--- src/rtl/seg7_scan_ctrl.sv ---
// Scan controller for a 4-digit common-anode 7-segment display: frame-synchronous
// shadow of the shown value, leading-zero blanking and an anode-off guard per slot.
module seg7_scan_ctrl #(
  parameter int DIV   = 100000,
  parameter int GUARD = 2
) (
  input  logic        clk,
  input  logic        rst_n,
  input  logic        enable,
  input  logic        load,
  input  logic [15:0] value,
  input  logic        blank_lz,
  output logic [3:0]  digit0,
  output logic [3:0]  digit1,
  output logic [3:0]  digit2,
  output logic [3:0]  digit3,
  output logic [1:0]  sel,
  output logic [3:0]  an,
  output logic        busy
);

  localparam int            PW     = $clog2(DIV);
  localparam logic [PW-1:0] P_LAST = PW'(DIV - 1);
  localparam logic [PW-1:0] G_INIT = PW'(GUARD);

  logic [PW-1:0] r_presc;
  logic [PW-1:0] r_guard;
  logic [1:0]    r_sel;
  logic [15:0]   r_pend;
  logic [15:0]   r_digits;
  logic          r_busy;

  logic          w_tick;
  logic          w_frame;
  logic [3:0]    w_blank;

  assign w_tick  = enable && (r_presc == P_LAST);
  assign w_frame = w_tick && (r_sel == 2'd3);

  always_ff @(posedge clk or negedge rst_n) begin
    if (!rst_n) begin
      r_presc <= '0;
      r_sel   <= 2'd0;
      r_guard <= G_INIT;
    end else if (w_tick) begin
      r_presc <= '0;
      r_sel   <= r_sel + 2'd1;
      r_guard <= G_INIT;
    end else if (enable) begin
      r_presc <= r_presc + 1'b1;
      if (r_guard != '0) r_guard <= r_guard - 1'b1;
    end
  end

  // A load coinciding with the frame boundary bypasses the pending register.
  always_ff @(posedge clk or negedge rst_n) begin
    if (!rst_n) begin
      r_pend   <= '0;
      r_digits <= '0;
      r_busy   <= 1'b0;
    end else if (w_frame) begin
      if (load) r_digits <= value;
      else if (r_busy) r_digits <= r_pend;
      r_busy <= 1'b0;
    end else if (load) begin
      r_pend <= value;
      r_busy <= 1'b1;
    end
  end

  assign w_blank[3] = blank_lz && (r_digits[15:12] == 4'h0);
  assign w_blank[2] = w_blank[3] && (r_digits[11:8] == 4'h0);
  assign w_blank[1] = w_blank[2] && (r_digits[7:4] == 4'h0);
  assign w_blank[0] = 1'b0;

  always_comb begin
    an = 4'b1111;
    if (enable && (r_guard == '0) && !w_blank[r_sel]) an[r_sel] = 1'b0;
  end

  assign digit0 = r_digits[3:0];
  assign digit1 = r_digits[7:4];
  assign digit2 = r_digits[11:8];
  assign digit3 = r_digits[15:12];
  assign sel    = r_sel;
  assign busy   = r_busy;

endmodule

--- config.mk ---
export PLATFORM = sky130hd
export DESIGN_NAME = seg7_scan_ctrl
export DESIGN_NICKNAME = d
export VERILOG_FILES = /design/src/rtl/seg7_scan_ctrl.sv
export SDC_FILE = /design/constraint.sdc
export NUM_CORES = 1
export LEC_CHECK = 0
export ABC_AREA = 1
export CAP_MARGIN = 20
export CORE_MARGIN = 3
export CORE_UTILIZATION = 57
export DETAILED_ROUTE_END_ITERATION = 8
export GPL_TIMING_DRIVEN = 0
export PLACE_DENSITY = 0.84
export SETUP_SLACK_MARGIN = 0.02
export SYNTH_ARGS = -nofsm -noshare
export SYNTH_HDL_FRONTEND = slang
export SYNTH_SLANG_ARGS = --single-unit
--- constraint.sdc ---
create_clock -name clk -period 2.35 [get_ports clk]
set_clock_uncertainty 0.2 [all_clocks]
set_input_delay 0.47 -clock clk [delete_from_list [all_inputs] [get_ports clk]]
set_output_delay 0.47 -clock clk [all_outputs]
set_load 0.02 [all_outputs]
Word level (Yosys, flattened, before mapping)
Index checks and enable logic that the tools add are counted.
{"block": "op_classes", "add_sub_neg": 3, "magnitude_cmp": 2, "eq_ne": 2, "muxes": 14, "bitwise": 2, "reduce_logical": 21}
{"cell": "17-bit 2-to-1 mux", "count": 5}
{"cell": "16-bit 2-to-1 mux", "count": 2}
{"cell": "17-bit by 1-bit adder with 17-bit output, second input constant", "count": 1}
{"cell": "17-bit equality test, second input constant", "count": 1}
{"cell": "17-bit logical NOT", "count": 1}
{"cell": "17-bit nonzero test", "count": 1}
{"cell": "17-bit by 1-bit subtractor with 17-bit output, second input constant", "count": 1}
{"cell": "4-bit logical NOT", "count": 3}
{"cell": "1-bit logical AND", "count": 8}
{"cell": "2-bit nonzero test", "count": 4}
{"cell": "2-bit AND reduction", "count": 3}
{"cell": "1-bit 2-to-1 mux", "count": 4}
{"cell": "4-bit 2-to-1 mux", "count": 1}
{"cell": "4-bit inverter", "count": 1}
{"cell": "2-bit by 3-bit < comparator with 1-bit output, second input constant", "count": 1}
{"cell": "2-bit by 1-bit adder with 2-bit output, second input constant", "count": 1}
{"cell": "1-bit binary-select mux with 2-bit select", "count": 1}
{"cell": "1-bit demux with 2-bit select", "count": 1}
{"cell": "2-bit equality test, second input constant", "count": 1}
{"cell": "2-bit by 1-bit >= comparator with 1-bit output, second input constant", "count": 1}
{"cell": "1-bit logical NOT", "count": 1}
{"cell": "1-bit inverter", "count": 1}
{"block": "word_totals", "regBits": 69, "in_bits": 21}

Logic depth before layout (Yosys ltp)
Gate-level depths: netlist of run 1.
{"block": "logic_depth", "ltp_word": 9, "ltp_mapped": 10, "mapped_depth_nobuf": 10}

Least setup slack after synthesis of run 1
No wires, ideal clock.
{"block": "synth_timing", "path_kind": "register to output", "start": "register r_guard[5]", "end": "output port an[0]", "arrival_ps": 1236, "t_required_ps": 1680, "setup_slack_ps": 444, "stages_incl_launch_ff": 7, "cell_sequence": "dfrtp_1 -> nor2_1 -> nand2_1 -> nor2_1 -> nand3_1 -> nor2_1 -> nand3_1"}
{"block": "synth_between", "elab_chain_len": 4}
{"item": "start: declaration", "line_no": "27", "source": "logic [PW-1:0] r_guard;"}
{"item": "start signal: assignment", "line_no": "51", "source": "if (r_guard != '0) r_guard <= r_guard - 1'b1;"}
{"item": "17-bit logical NOT", "line_no": "78", "source": "if (enable && (r_guard == '0) && !w_blank[r_sel]) an[r_sel] = 1'b0;"}
{"item": "1-bit logical AND (2 in series)", "line_no": "78"}
{"item": "4-bit 2-to-1 mux", "line_no": "78"}
{"item": "end: declaration", "line_no": "18", "source": "output logic [3:0] an,"}
No other way between the ends.

Worst setup path in the final report of run 1
{"block": "layout_timing", "start": "register r_guard[6]", "end": "register r_guard[12]"}
{"block": "layout_between", "elab_chain_len": 4, "elab_cells_between_ends": 7, "classes_between": "add/sub: 1; mux: 3; reduce/logical: 3"}
{"item": "17-bit by 1-bit subtractor with 17-bit output", "line_no": "51"}
{"item": "17-bit 2-to-1 mux", "line_no": "51"}
{"item": "17-bit 2-to-1 mux", "line_no": "49", "source": "end else if (enable) begin"}
{"item": "17-bit 2-to-1 mux", "line_no": "45", "source": "end else if (w_tick) begin"}
Parallel ways exist; a longest one is shown, timed or not. The select of a mux whose other input is x is not followed.
A chain may end at the register's enable or synchronous reset.

==> implementation parameters, run 1 <==
Parameter                              Value

Status
  Result of the run    finished, violations left
  Violations in the final reports    negative setup slack

Clock network
  CTS Sinks    69
  H-tree depth    3
  Clock-pin slew on the worst setup and hold paths    0.08 ns
  Maximum count of clock buffers along a single path    2
  Worst-skew pair later-pin latency    roughly 0.35 ns
  Clock tree from TritonCTS    done
  Post-CTS Hold Fix Bufs    0
  Num CTS Buffers    9
  Root buffer cell    sky130_fd_sc_hd__clkbuf_8

Place
  Post-detailed-placement half-perimeter wirelength    6120 µm
  Standard cell area after detailed placement    0.00444 mm²
  Placer Congestion    0.911
  PortBufs    42

Floorplan
  Die outline area    around 0.0079 mm²
  Die Width    89.0 µm
  Starting utilization of the core area    60.4%
  Top Ports    44
  Overall die height    89.0 µm
  Count of standard-cell rows    29
  Area inside the core boundary    0.00649 mm²

Detailed routing
  DRC violations left    0
  Number of antenna-violating nets in the routed design    0
  Starting DRT DRC Count    408
  Total Wirelength    10800 µm
  Post-detailed-route via-to-cell ratio    5.62
  WL per Instance    16.3 µm
  Overall via count from detail_route    3723
  DR pass1 iterations    5

Power
  Maximum vdd drop    about 410 µV
  Power, Total    between 2000 and 3000 µW
  Leakage Power    0.00262 µW
  Pwr dens    slightly below 600 mW/mm²

Worst setup path
  WP data required    2.44 ns
  Crit path arrival time    ~2.6 ns
  Cell type of the slowest stage on the worst timing path    sky130_fd_sc_hd__dfrtp_1
  RR Startpoint    r_guard[6]$_DFFE_PN0P_
  Critical path capture point type    flop
  Most numerous cell on the critical path    sky130_fd_sc_hd__buf_4
  Sequence of cells on the critical path    nor2_2 -> nand2_2 -> nor2_4 -> buf_4 -> buf_4 -> buf_4 -> buf_4 -> buf_4 -> buf_4 -> nand3b_4 -> o21ai_4 -> buf_6 -> nand2_1 -> nand2_1
  Crit-path max FO    5
  Delay of the slowest cell on the worst path    0.39 ns
  Worst setup path category    reg -> reg
  Capture instance of the worst register-to-register path    r_guard[12]$_DFFE_PN0P_
  Launching element type of the critical path    flop
  Setup slack on the worst flop-to-flop path    -0.14 ns
  Worst R2R Path Depth    14

Global routing
  Global-route wire length before repair    between 15000 and 20000 µm
  Maximum number of pins on one net before global-route repair    70
  Number of global-route vias before repair    3465
  GRT overflow    0
  Initial antenna violation count    0
  GRT Util Overall    25.5%

Final layout
  Post-Route Utilization    between 70% and 80%
  Area added between synthesis and finish    27.0%
  Design Area, Final    0.00498 mm²
  Layout net count    610
  Layout cell share with drive strength beyond 1    roughly a quarter
  Fill cell instance count of the final layout    416
  Number of antenna repair diodes    0

Timing
  Post-route fraction of the period consumed by the critical path    106%
  Setup-violating endpoint count in the final report    21
  Worst Hold Margin    0.0232 ns
  Setup repair after global routing missed its margin    yes
  Setup ws final    -0.144 ns
  Fmax    approximately 0.40 GHz
  Relative slew margins    42.0%
  Shortest period the worst path allows    2.49 ns
  Slew Limit Fails    0
  Pin slew with the least headroom to its limit    slightly below 0.9 ns
  Number of hold-slack violations in the final timing report    0

Synthesis
  Mean cell area of the mapped netlist    between 7 and 8 µm²
  Number of cells produced by synthesis    500
  Register area share after synthesis    44.0%
  Largest cells by area after synthesis    sky130_fd_sc_hd__dfrtp_1 (43%), sky130_fd_sc_hd__nand2_1 (12%), sky130_fd_sc_hd__inv_1 (6.1%)
  Yosys synthesis warning count    0
  Cell variety after synth    35
  Post-Synthesis Cell Area    0.00392 mm²
  Share of the synthesized area in the top cell type    43.4%
  Area leader, netlist    sky130_fd_sc_hd__dfrtp_1
  Net Count, Synth    approximately 530
  Number of register bits inferred by synthesis    69

Min path
  Hold crit path type    in -> async

Job
  Number of violations of the max-capacitance limit    0
-- kinds of logic (layout without fill, tap and decap cells) --
| group | count (synthesis) | after routing | synth area share, % |
|---|---|---|---|
| buffers and inverters | 90 | 175 | 9.66 |
| XOR/XNOR | 19 | 19 | 4.24 |
| AND/OR/NAND/NOR | 262 | 262 | 29.7 |
| flip-flops | 69 | 69 | 44.0 |
| multiplexers | 12 | 12 | 3.44 |
| adder cells (fa/ha/maj) | 7 | 7 | 2.23 |
| AO/OA/AOI/OAI | 41 | 41 | 6.70 |
-- cell usage after synthesis --
cell type / n
sky130_fd_sc_hd__nand2_1: 130
sky130_fd_sc_hd__dfrtp_1: 68
sky130_fd_sc_hd__inv_1: 64
sky130_fd_sc_hd__nor2_1: 53
sky130_fd_sc_hd__nand3_1: 37
sky130_fd_sc_hd__inv_2: 13
sky130_fd_sc_hd__nand2_2: 13
sky130_fd_sc_hd__xor2_1: 13
sky130_fd_sc_hd__mux2_2: 12
sky130_fd_sc_hd__o21ai_2: 11
sky130_fd_sc_hd__o21ai_0: 9
sky130_fd_sc_hd__o21ai_1: 9
sky130_fd_sc_hd__a21oi_1: 8
sky130_fd_sc_hd__nand4_1: 8
sky130_fd_sc_hd__ha_1: 7
sky130_fd_sc_hd__nor3_1: 7
sky130_fd_sc_hd__xnor2_1: 6
sky130_fd_sc_hd__nor2_2: 5
sky130_fd_sc_hd__buf_6: 4
sky130_fd_sc_hd__buf_2: 3
sky130_fd_sc_hd__clkbuf_1: 3
sky130_fd_sc_hd__a31oi_1: 2
sky130_fd_sc_hd__buf_4: 2
sky130_fd_sc_hd__or2_2: 2
sky130_fd_sc_hd__a211oi_1: 1
sky130_fd_sc_hd__and3_1: 1
sky130_fd_sc_hd__buf_1: 1
sky130_fd_sc_hd__dfstp_2: 1
sky130_fd_sc_hd__nand2_4: 1
sky130_fd_sc_hd__nand3_2: 1
sky130_fd_sc_hd__nand3_4: 1
sky130_fd_sc_hd__nand3b_2: 1
sky130_fd_sc_hd__nor2_8: 1
sky130_fd_sc_hd__nor4_1: 1
sky130_fd_sc_hd__o21ai_4: 1
-- metrics by stage --
stage | setup slack [ns] | TNS (ns) | std cells
after floorplan | 0.444 | 0 | 500
after global placement | -1.72 | -121.00 | 619
after detailed placement | -0.503 | -4.33 | 619
after CTS | -0.0362 | -0.108 | 655
after global routing | -0.217 | -3.86 | 662
final | -0.144 | -2.23 | 662
-- layout make-up --
type	instances	area (µm²)	area share [%]
buffer	13	90.1	1.81
clock buffer	13	169	3.39
clock inverter	1	30.0	0.603
inverter	77	289	5.80
multi-input combinational	341	1920	38.6
sequential	69	1730	34.7
tap	77	96.3	1.93
timing repair buffer	71	656	13.2
-- where the power goes --
group          internal, µW  total (µW)  switching, µW  leakage [µW]
Combinational           168         461            293       0.00172
Clock                   567        1020            452      0.000102
Sequential             1290        1390            107      0.000799
Total                  2020        2880            853       0.00262
-- routing by layer --
layer  share of wire [%]  global-route usage [%]
met2                  48                    42.4
met5                   0                       0
met1                  37                    32.0
met4                 5.3                    12.2
met3                 9.1                    5.35
-- sequential cells by signal, summed over array words and instances (netlist names) --
name and count:
r_digits 16, busy 1, r_presc 17, r_pend 16, sel 2, r_guard 17
-- worst max-delay path: cells and delay by family, from the launching register on --
kind | cells | cell delay, ns
simple gates | 6 | 0.73
flops | 1 | 0.39
compound gates | 1 | 0.32
buf+inv | 7 | 0.78
-- worst max path at each step --
stage               slack (ns)                   start                      end
floorplan                 0.44  r_guard[5]$_DFFE_PN0P_                    an[0]
global placement         -1.72                   rst_n   r_pend[12]$_DFFE_PN0P_
detailed placement       -0.50                  enable                    an[1]
CTS                      -0.04  r_guard[4]$_DFFE_PN0P_                    an[1]
global route             -0.22  r_guard[6]$_DFFE_PN0P_  r_guard[12]$_DFFE_PN0P_
finish                   -0.14  r_guard[6]$_DFFE_PN0P_  r_guard[12]$_DFFE_PN0P_
-- placed cells by master, fill, tap and decap left out, types with 5 or more instances in the layout --
| master | n |
|---|---|
| sky130_fd_sc_hd__inv_2 | 19 |
| sky130_fd_sc_hd__mux2_2 | 12 |
| sky130_fd_sc_hd__nand3_1 | 32 |
| sky130_fd_sc_hd__inv_1 | 58 |
| sky130_fd_sc_hd__nor3_1 | 7 |
| sky130_fd_sc_hd__o21ai_1 | 9 |
| sky130_fd_sc_hd__buf_4 | 28 |
| sky130_fd_sc_hd__clkbuf_8 | 12 |
| sky130_fd_sc_hd__nand2_2 | 16 |
| sky130_fd_sc_hd__nand4_1 | 8 |
| sky130_fd_sc_hd__xor2_1 | 13 |
| sky130_fd_sc_hd__dfrtp_1 | 68 |
| sky130_fd_sc_hd__nand2_1 | 127 |
| sky130_fd_sc_hd__xnor2_1 | 6 |
| sky130_fd_sc_hd__nor2_2 | 9 |
| sky130_fd_sc_hd__o21ai_2 | 11 |
| sky130_fd_sc_hd__a21oi_1 | 8 |
| sky130_fd_sc_hd__o21ai_0 | 9 |
| sky130_fd_sc_hd__clkdlybuf4s50_1 | 37 |
| sky130_fd_sc_hd__buf_6 | 12 |
| sky130_fd_sc_hd__ha_1 | 6 |
| sky130_fd_sc_hd__nand3_2 | 5 |
| sky130_fd_sc_hd__nor2_1 | 45 |
-- repair_timing --
| action | in CTS | in global routing |
|---|---|---|
| gates resized for setup | 37 | 23 |
| endpoints found under the setup margin | 4 | 21 |
| pin swaps | 12 | 9 |
| buffers inserted | 22 | 6 |
| cloned | 0 | 1 |
Note: power is estimated with default switching activity, not from simulation.
==> run 2, diff against run 1 <==
- CTS_CLUSTER_DIAMETER: default -> 50
- PLACE_DENSITY: 0.84 -> 0.91
==> implementation parameters, run 2 (synthesized netlist as in run 1, its figures left out) <==
Parameter                              Value

Status
  Result of the run    finished, violations left (unchanged)
  Violations in the final reports    negative setup slack (unchanged)

Detailed routing
  Total Wirelength    11100 µm (was 10800 µm)
  Post-detailed-route via-to-cell ratio    5.72 (was 5.62)
  Starting DRT DRC Count    394 (was 408)
  Number of antenna-violating nets in the routed design    0 (unchanged)
  DRC violations left    0 (unchanged)
  WL per Instance    16.7 µm (was 16.3 µm)
  Overall via count from detail_route    3782 (was 3723)
  DR pass1 iterations    5 (unchanged)

Global routing
  Initial antenna violation count    0 (unchanged)
  Most heavily used metal layer in global routing    met2 (unchanged)
  Met2 demand-to-capacity share in global routing    45.5% (was 42.4%)
  GRT overflow    0 (unchanged)
  GRT Util Overall    27.0% (was 25.5%)
  Global-route wire length before repair    16500 µm (was 15700 µm)
  Met3 track demand over resource    7.37% (was 5.35%)
  Number of global-route vias before repair    3638 (was 3465)
  Maximum number of pins on one net before global-route repair    70 (unchanged)
  M1 GR Usage    32.1% (was 32.0%)

Timing
  Number of hold-slack violations in the final timing report    0 (unchanged)
  Setup ws final    -0.134 ns (was -0.144 ns)
  Post-route fraction of the period consumed by the critical path    106% (about the same)
  Slew Limit Fails    0 (unchanged)
  Relative slew margins    42.4% (was 42.0%)
  Pin slew with the least headroom to its limit    0.864 ns (was 0.870 ns)
  Shortest period the worst path allows    2.48 ns (was 2.49 ns)
  Fmax    0.403 GHz (was 0.401 GHz)
  Setup-violating endpoint count in the final report    10 (was 21)
  Sum of negative setup slack    -0.727 ns (was -2.23 ns)
  Setup repair after global routing missed its margin    yes (unchanged)

Worst setup path
  WP data required    2.46 ns (was 2.44 ns)
  Launching element type of the critical path    flop (unchanged)
  Worst setup path category    reg -> reg (unchanged)
  Crit path arrival time    2.59 ns (was 2.58 ns)
  Critical path capture point type    flop (unchanged)
  Crit-path max FO    5 (unchanged)

Floorplan
  Top Ports    44 (unchanged)
  Die Width    89.0 µm (unchanged)
  Count of standard-cell rows    29 (unchanged)
  Starting utilization of the core area    60.4% (unchanged)
  Area inside the core boundary    0.00649 mm² (unchanged)
  Die outline area    0.00792 mm² (unchanged)
  Overall die height    89.0 µm (unchanged)

Clock network
  Clock tree from TritonCTS    done (unchanged)
  CTS Sinks    69 (unchanged)
  Num CTS Buffers    9 (unchanged)
  Worst-skew pair later-pin latency    0.37 ns (was 0.35 ns)
  Clock-pin slew on the worst setup and hold paths    0.08 ns (about the same)
  Post-CTS Hold Fix Bufs    0 (unchanged)
  Root buffer cell    sky130_fd_sc_hd__clkbuf_8 (unchanged)
  H-tree depth    3 (unchanged)
  Maximum count of clock buffers along a single path    2 (unchanged)

Final layout
  Leading cell types in the layout, fill and taps excluded    sky130_fd_sc_hd__nand2_1 (126), sky130_fd_sc_hd__dfrtp_1 (65), sky130_fd_sc_hd__inv_1 (59), sky130_fd_sc_hd__nor2_1 (42), sky130_fd_sc_hd__clkdlybuf4s50_1 (37) (was sky130_fd_sc_hd__nand2_1 (127), sky130_fd_sc_hd__dfrtp_1 (68), sky130_fd_sc_hd__inv_1 (58), sky130_fd_sc_hd__nor2_1 (45), sky130_fd_sc_hd__clkdlybuf4s50_1 (37))
  Layout net count    607 (was 610)
  Number of antenna repair diodes    0 (unchanged)
  Number of non-filler instances in the completed layout    661 (was 662)
  Leading cell type in the layout, fill and taps excluded    sky130_fd_sc_hd__nand2_1 (unchanged)
  Fill cell instance count of the final layout    381 (was 416)
  Layout cell share with drive strength beyond 1    25.9% (was 24.4%)
  Biggest regs    r_guard (17), r_presc (17) (unchanged)
  Area added between synthesis and finish    26.5% (was 27.0%)
  Design Area, Final    0.00496 mm² (was 0.00498 mm²)

Place
  Standard cell area after detailed placement    0.00444 mm² (unchanged)
  Number of placed instances, taps included    619 (unchanged)
  Post-detailed-placement half-perimeter wirelength    6320 µm (was 6120 µm)
  Placer Congestion    0.888 (was 0.911)
  PortBufs    42 (unchanged)

Power
  Pwr dens    559 mW/mm² (was 577 mW/mm²)
  Leakage Power    0.00260 µW (was 0.00262 µW)
  Maximum vdd drop    435 µV (was 412 µV)

Min path
  Hold crit path type    in -> async (unchanged)

Job
  Number of violations of the max-capacitance limit    0 (unchanged)
## run 2: worst max-delay path, cell delays in order (launching register included)
cell and delay (ns):
sky130_fd_sc_hd__dfrtp_1 0.41, sky130_fd_sc_hd__inv_2 0.11, sky130_fd_sc_hd__buf_4 0.12, sky130_fd_sc_hd__buf_4 0.10, sky130_fd_sc_hd__buf_4 0.09, sky130_fd_sc_hd__buf_4 0.09
sky130_fd_sc_hd__buf_4 0.09, sky130_fd_sc_hd__buf_4 0.10, sky130_fd_sc_hd__ha_1 0.20, sky130_fd_sc_hd__nand3_2 0.19, sky130_fd_sc_hd__nor2_4 0.18, sky130_fd_sc_hd__buf_4 0.13
sky130_fd_sc_hd__xor2_1 0.21, sky130_fd_sc_hd__nand2_1 0.10, sky130_fd_sc_hd__nand2_1 0.07
## run 2: metal layers
| layer | wire length [µm] | up-vias |
|---|---|---|
| met5 | 0 | - |
| li1 | - | 1712 |
| met3 | 820 | 51 |
| met1 | 4060 | 1812 |
| met2 | 5700 | 207 |
| met4 | 472 | 0 |
## run 2: repair_timing
| item | in CTS | in global routing |
|---|---|---|
| endpoints found under the setup margin | 4 | 13 |
| setup buffers | 17 | 9 |
| pin swaps | 15 | 10 |
| resized for setup | 41 | 25 |
## run 2: cell type report
class | instances | area (µm²) | area share (%)
Clock buffer | 10 | 138 | 2.77
Sequential cell | 69 | 1730 | 34.9
Multi-Input combinational cell | 341 | 1950 | 39.4
Inverter | 77 | 289 | 5.82
Buffer | 13 | 90.1 | 1.82
Tap cell | 77 | 96.3 | 1.94
Clock inverter | 6 | 46.3 | 0.933
Timing Repair Buffer | 68 | 618 | 12.5
## run 2: final timing paths
check                                  startpoint                 endpoint  slack (ns)  depth (start not counted)
hold reg to reg            r_pend[14]$_DFFE_PN0P_   r_pend[14]$_DFFE_PN0P_        0.28                          2
setup / recovery           r_guard[0]$_DFFE_PN0P_   r_guard[8]$_DFFE_PN0P_       -0.13                         14
min in group clk           r_pend[14]$_DFFE_PN0P_   r_pend[14]$_DFFE_PN0P_        0.28                          2
setup reg to reg           r_guard[0]$_DFFE_PN0P_   r_guard[8]$_DFFE_PN0P_       -0.13                         14
max in group asynchronous                   rst_n  r_guard[10]$_DFFE_PN0P_        1.32                          1
hold / removal                              rst_n   r_guard[0]$_DFFE_PN0P_        0.01                          1
## run 2: through the flow
stage | total power, µW | utilization (%) | worst slack, ns | hold WS (ns)
after floorplan | 1690 | - | 0.444 | -0.0256
after global placement | 1820 | 68.4 | -1.70 | 0.250
after detailed placement | 1840 | 68.3 | -0.511 | 0.259
after CTS | 2750 | 74.0 | -0.0680 | 0.0519
after global routing | 2910 | 76.4 | -0.179 | 0.0756
final | 2770 | 76.4 | -0.134 | 0.0133
## run 2: power by group
group | total [µW] | switching (µW) | internal (µW)
clock | 931 | 512 | 419
combinational | 453 | 285 | 168
sequential | 1390 | 104 | 1290
total | 2770 | 902 | 1870
==> run 3, diff against run 2 <==
- HOLD_SLACK_MARGIN: default -> 0.08
- PLACE_DENSITY: 0.91 -> 0.79
==> implementation parameters, run 3 (synthesized netlist as in run 1, its figures left out) <==
Parameter                              Value

Final layout
  Layout cell share with drive strength beyond 1    23.4% (was 25.9%)
  Area added between synthesis and finish    25.0% (was 26.5%)
  Leading cell type in the layout, fill and taps excluded    sky130_fd_sc_hd__nand2_1 (unchanged)
  Fill cell instance count of the final layout    477 (was 381)
  Biggest regs    r_guard (17), r_presc (17) (unchanged)
  Layout net count    600 (was 607)
  Number of antenna repair diodes    0 (unchanged)
  Leading cell types in the layout, fill and taps excluded    sky130_fd_sc_hd__nand2_1 (128), sky130_fd_sc_hd__dfrtp_1 (67), sky130_fd_sc_hd__inv_1 (59), sky130_fd_sc_hd__nor2_1 (43), sky130_fd_sc_hd__clkdlybuf4s50_1 (37) (was sky130_fd_sc_hd__nand2_1 (126), sky130_fd_sc_hd__dfrtp_1 (65), sky130_fd_sc_hd__inv_1 (59), sky130_fd_sc_hd__nor2_1 (42), sky130_fd_sc_hd__clkdlybuf4s50_1 (37))
  Number of non-filler instances in the completed layout    654 (was 661)

Floorplan
  Overall die height    89.0 µm (unchanged)
  Top Ports    44 (unchanged)
  Area inside the core boundary    0.00649 mm² (unchanged)
  Count of standard-cell rows    29 (unchanged)
  Die Width    89.0 µm (unchanged)
  Starting utilization of the core area    60.4% (unchanged)
  Die outline area    0.00792 mm² (unchanged)

Detailed routing
  Starting DRT DRC Count    166 (was 394)
  Met3 Routed Length    546 µm (was 820 µm)
  Uppermost layer routed    met4 (unchanged)
  Total Wirelength    9110 µm (was 11100 µm)
  Number of antenna-violating nets in the routed design    0 (unchanged)
  Overall via count from detail_route    3457 (was 3782)
  DRC violations left    0 (unchanged)
  Post-detailed-route via-to-cell ratio    5.29 (was 5.72)
  Met1 wire length    3930 µm (was 4060 µm)
  DR WL met2    4360 µm (was 5700 µm)
  WL per Instance    13.9 µm (was 16.7 µm)
  DR pass1 iterations    5 (unchanged)

Worst setup path
  Critical path capture point type    primary output (was flop)
  Most numerous cell on the critical path    sky130_fd_sc_hd__nor2_4 (was sky130_fd_sc_hd__buf_4)
  Crit-path max FO    4 (was 5)
  Crit path arrival time    1.72 ns (was 2.59 ns)
  Largest delay contributor family on the critical path    simple AND/OR/NAND/NOR gates (was buffers and inverters)
  Cell type of the slowest stage on the worst timing path    sky130_fd_sc_hd__dfrtp_1 (unchanged)
  Delay of the slowest cell on the worst path    0.41 ns (about the same)
  Sequence of cells on the critical path    nor2_2 -> nand2_2 -> nor2_4 -> nand3_4 -> nor2_4 -> nand3_2 -> buf_6 (was inv_2 -> buf_4 -> buf_4 -> buf_4 -> buf_4 -> buf_4 -> buf_4 -> ha_1 -> nand3_2 -> nor2_4 -> buf_4 -> xor2_1 -> nand2_1 -> nand2_1)
  Launching element type of the critical path    flop (unchanged)
  Worst setup path category    reg -> out (was reg -> reg)
  Combined buffer and inverter count along the critical path    1 (was 8)
  WP data required    1.68 ns (was 2.46 ns)

Global routing
  Number of global-route vias before repair    3405 (was 3638)
  Global-route wire length before repair    15200 µm (was 16500 µm)
  GRT Util Overall    24.9% (was 27.0%)
  GRT overflow    0 (unchanged)
  Initial antenna violation count    0 (unchanged)
  Maximum number of pins on one net before global-route repair    70 (unchanged)

Timing
  Number of hold-slack violations in the final timing report    0 (unchanged)
  Shortest period the worst path allows    2.39 ns (was 2.48 ns)
  Slew Limit Fails    0 (unchanged)
  Setup ws final    -0.0357 ns (was -0.134 ns)
  Post-route fraction of the period consumed by the critical path    102% (was 106%)
  Setup-violating endpoint count in the final report    4 (was 10)
  Pin slew with the least headroom to its limit    0.867 ns (was 0.864 ns)
  Setup repair after global routing missed its margin    yes (unchanged)
  Fmax    0.419 GHz (was 0.403 GHz)
  Relative slew margins    42.2% (was 42.4%)

Status
  Result of the run    finished, violations left (unchanged)
  Violations in the final reports    negative setup slack (unchanged)

Power
  Pwr dens    585 mW/mm² (was 559 mW/mm²)
  Power, Total    2870 µW (was 2770 µW)
  Leakage Power    0.00257 µW (was 0.00260 µW)
  Maximum vdd drop    374 µV (was 435 µV)

Min path
  Hold crit path type    reg -> reg (was in -> async)

Clock network
  Root buffer cell    sky130_fd_sc_hd__clkbuf_8 (unchanged)
  Clock tree from TritonCTS    done (unchanged)
  CTS Sinks    69 (unchanged)
  Num CTS Buffers    9 (unchanged)
  Clock-pin slew on the worst setup and hold paths    0.08 ns (about the same)
  H-tree depth    3 (unchanged)
  Maximum count of clock buffers along a single path    2 (unchanged)
  Worst-skew pair later-pin latency    0.35 ns (was 0.37 ns)

Job
  Number of violations of the max-capacitance limit    0 (unchanged)

Place
  PortBufs    42 (unchanged)
  Post-detailed-placement half-perimeter wirelength    5960 µm (was 6320 µm)
  Placer Congestion    0.889 (was 0.888)
  Number of placed instances, taps included    619 (unchanged)
run 3: routing by layer:
layer,track usage (%),vias to the layer above
met1,32.2,1595
met4,13.1,0
met2,40.4,133
met5,0,-
met3,4.15,24
li1,-,1705
run 3: stage by stage:
| step | TNS, ns | worst slack, ns | hold slack [ns] | util [%] | cell area, µm² |
|---|---|---|---|---|---|
| final | -0.108 | -0.0357 | 0.271 | 75.5 | 4900 |
| after global routing | -0.310 | -0.0839 | 0.293 | 75.5 | 4900 |
| after CTS | -0.0569 | -0.0227 | 0.273 | 74.5 | 4840 |
| after detailed placement | -3.08 | -0.474 | 0.254 | 68.3 | 4440 |
| after global placement | -126.11 | -1.80 | 0.250 | 68.4 | 4440 |
| after floorplan | 0 | 0.444 | -0.0256 | - | 3920 |
run 3: path summary, 6_finish.rpt:
path	cells past startpoint	from	slack, ns	to
worst max register to register	13	r_guard[0]$_DFFE_PN0P_	0.13	r_guard[8]$_DFFE_PN0P_
worst max-delay path	7	r_guard[5]$_DFFE_PN0P_	-0.04	an[3]
max in group asynchronous	2	rst_n	0.76	sel[0]$_DFFE_PN0N_
worst min-delay path	2	r_pend[13]$_DFFE_PN0P_	0.27	r_pend[13]$_DFFE_PN0P_
worst min register to register	2	r_pend[13]$_DFFE_PN0P_	0.27	r_pend[13]$_DFFE_PN0P_
min in group asynchronous	2	rst_n	0.59	r_presc[13]$_DFFE_PN0P_
run 3: power breakdown:
group	internal, µW	leakage (µW)	switching (µW)	total (µW)
Combinational	169	0.00167	273	442
Sequential	1290	0.000797	100	1390
Clock	576	0.000106	460	1040
Total	2030	0.00257	833	2870
run 3: layout make-up:
cell class / count / area (µm²) / share of cell area [%]
multi-input cells: 341 / 1920 / 39.1
flip-flops and latches: 69 / 1730 / 35.3
repair buffers: 61 / 568 / 11.6
inverters: 77 / 289 / 5.89
clock buffers: 13 / 169 / 3.44
well taps: 77 / 96.3 / 1.96
plain buffers: 13 / 90.1 / 1.84
clock inverters: 3 / 42.5 / 0.868
run 3: timing repair:
| item | CTS | global route |
|---|---|---|
| endpoints found under the hold margin | 37 | 0 |
| pin swaps | 10 | 11 |
| setup buffers | 15 | 3 |
| gates resized for setup | 41 | 14 |
| endpoints found under the setup margin | 4 | 11 |
| hold buffers | 1 | 0 |
run 3: tightest hold or removal path, cell delays in order, from the launching register on:
cell,delay (ns)
sky130_fd_sc_hd__dfrtp_1,0.35
sky130_fd_sc_hd__nand2_1,0.05
sky130_fd_sc_hd__nand2_1,0.04
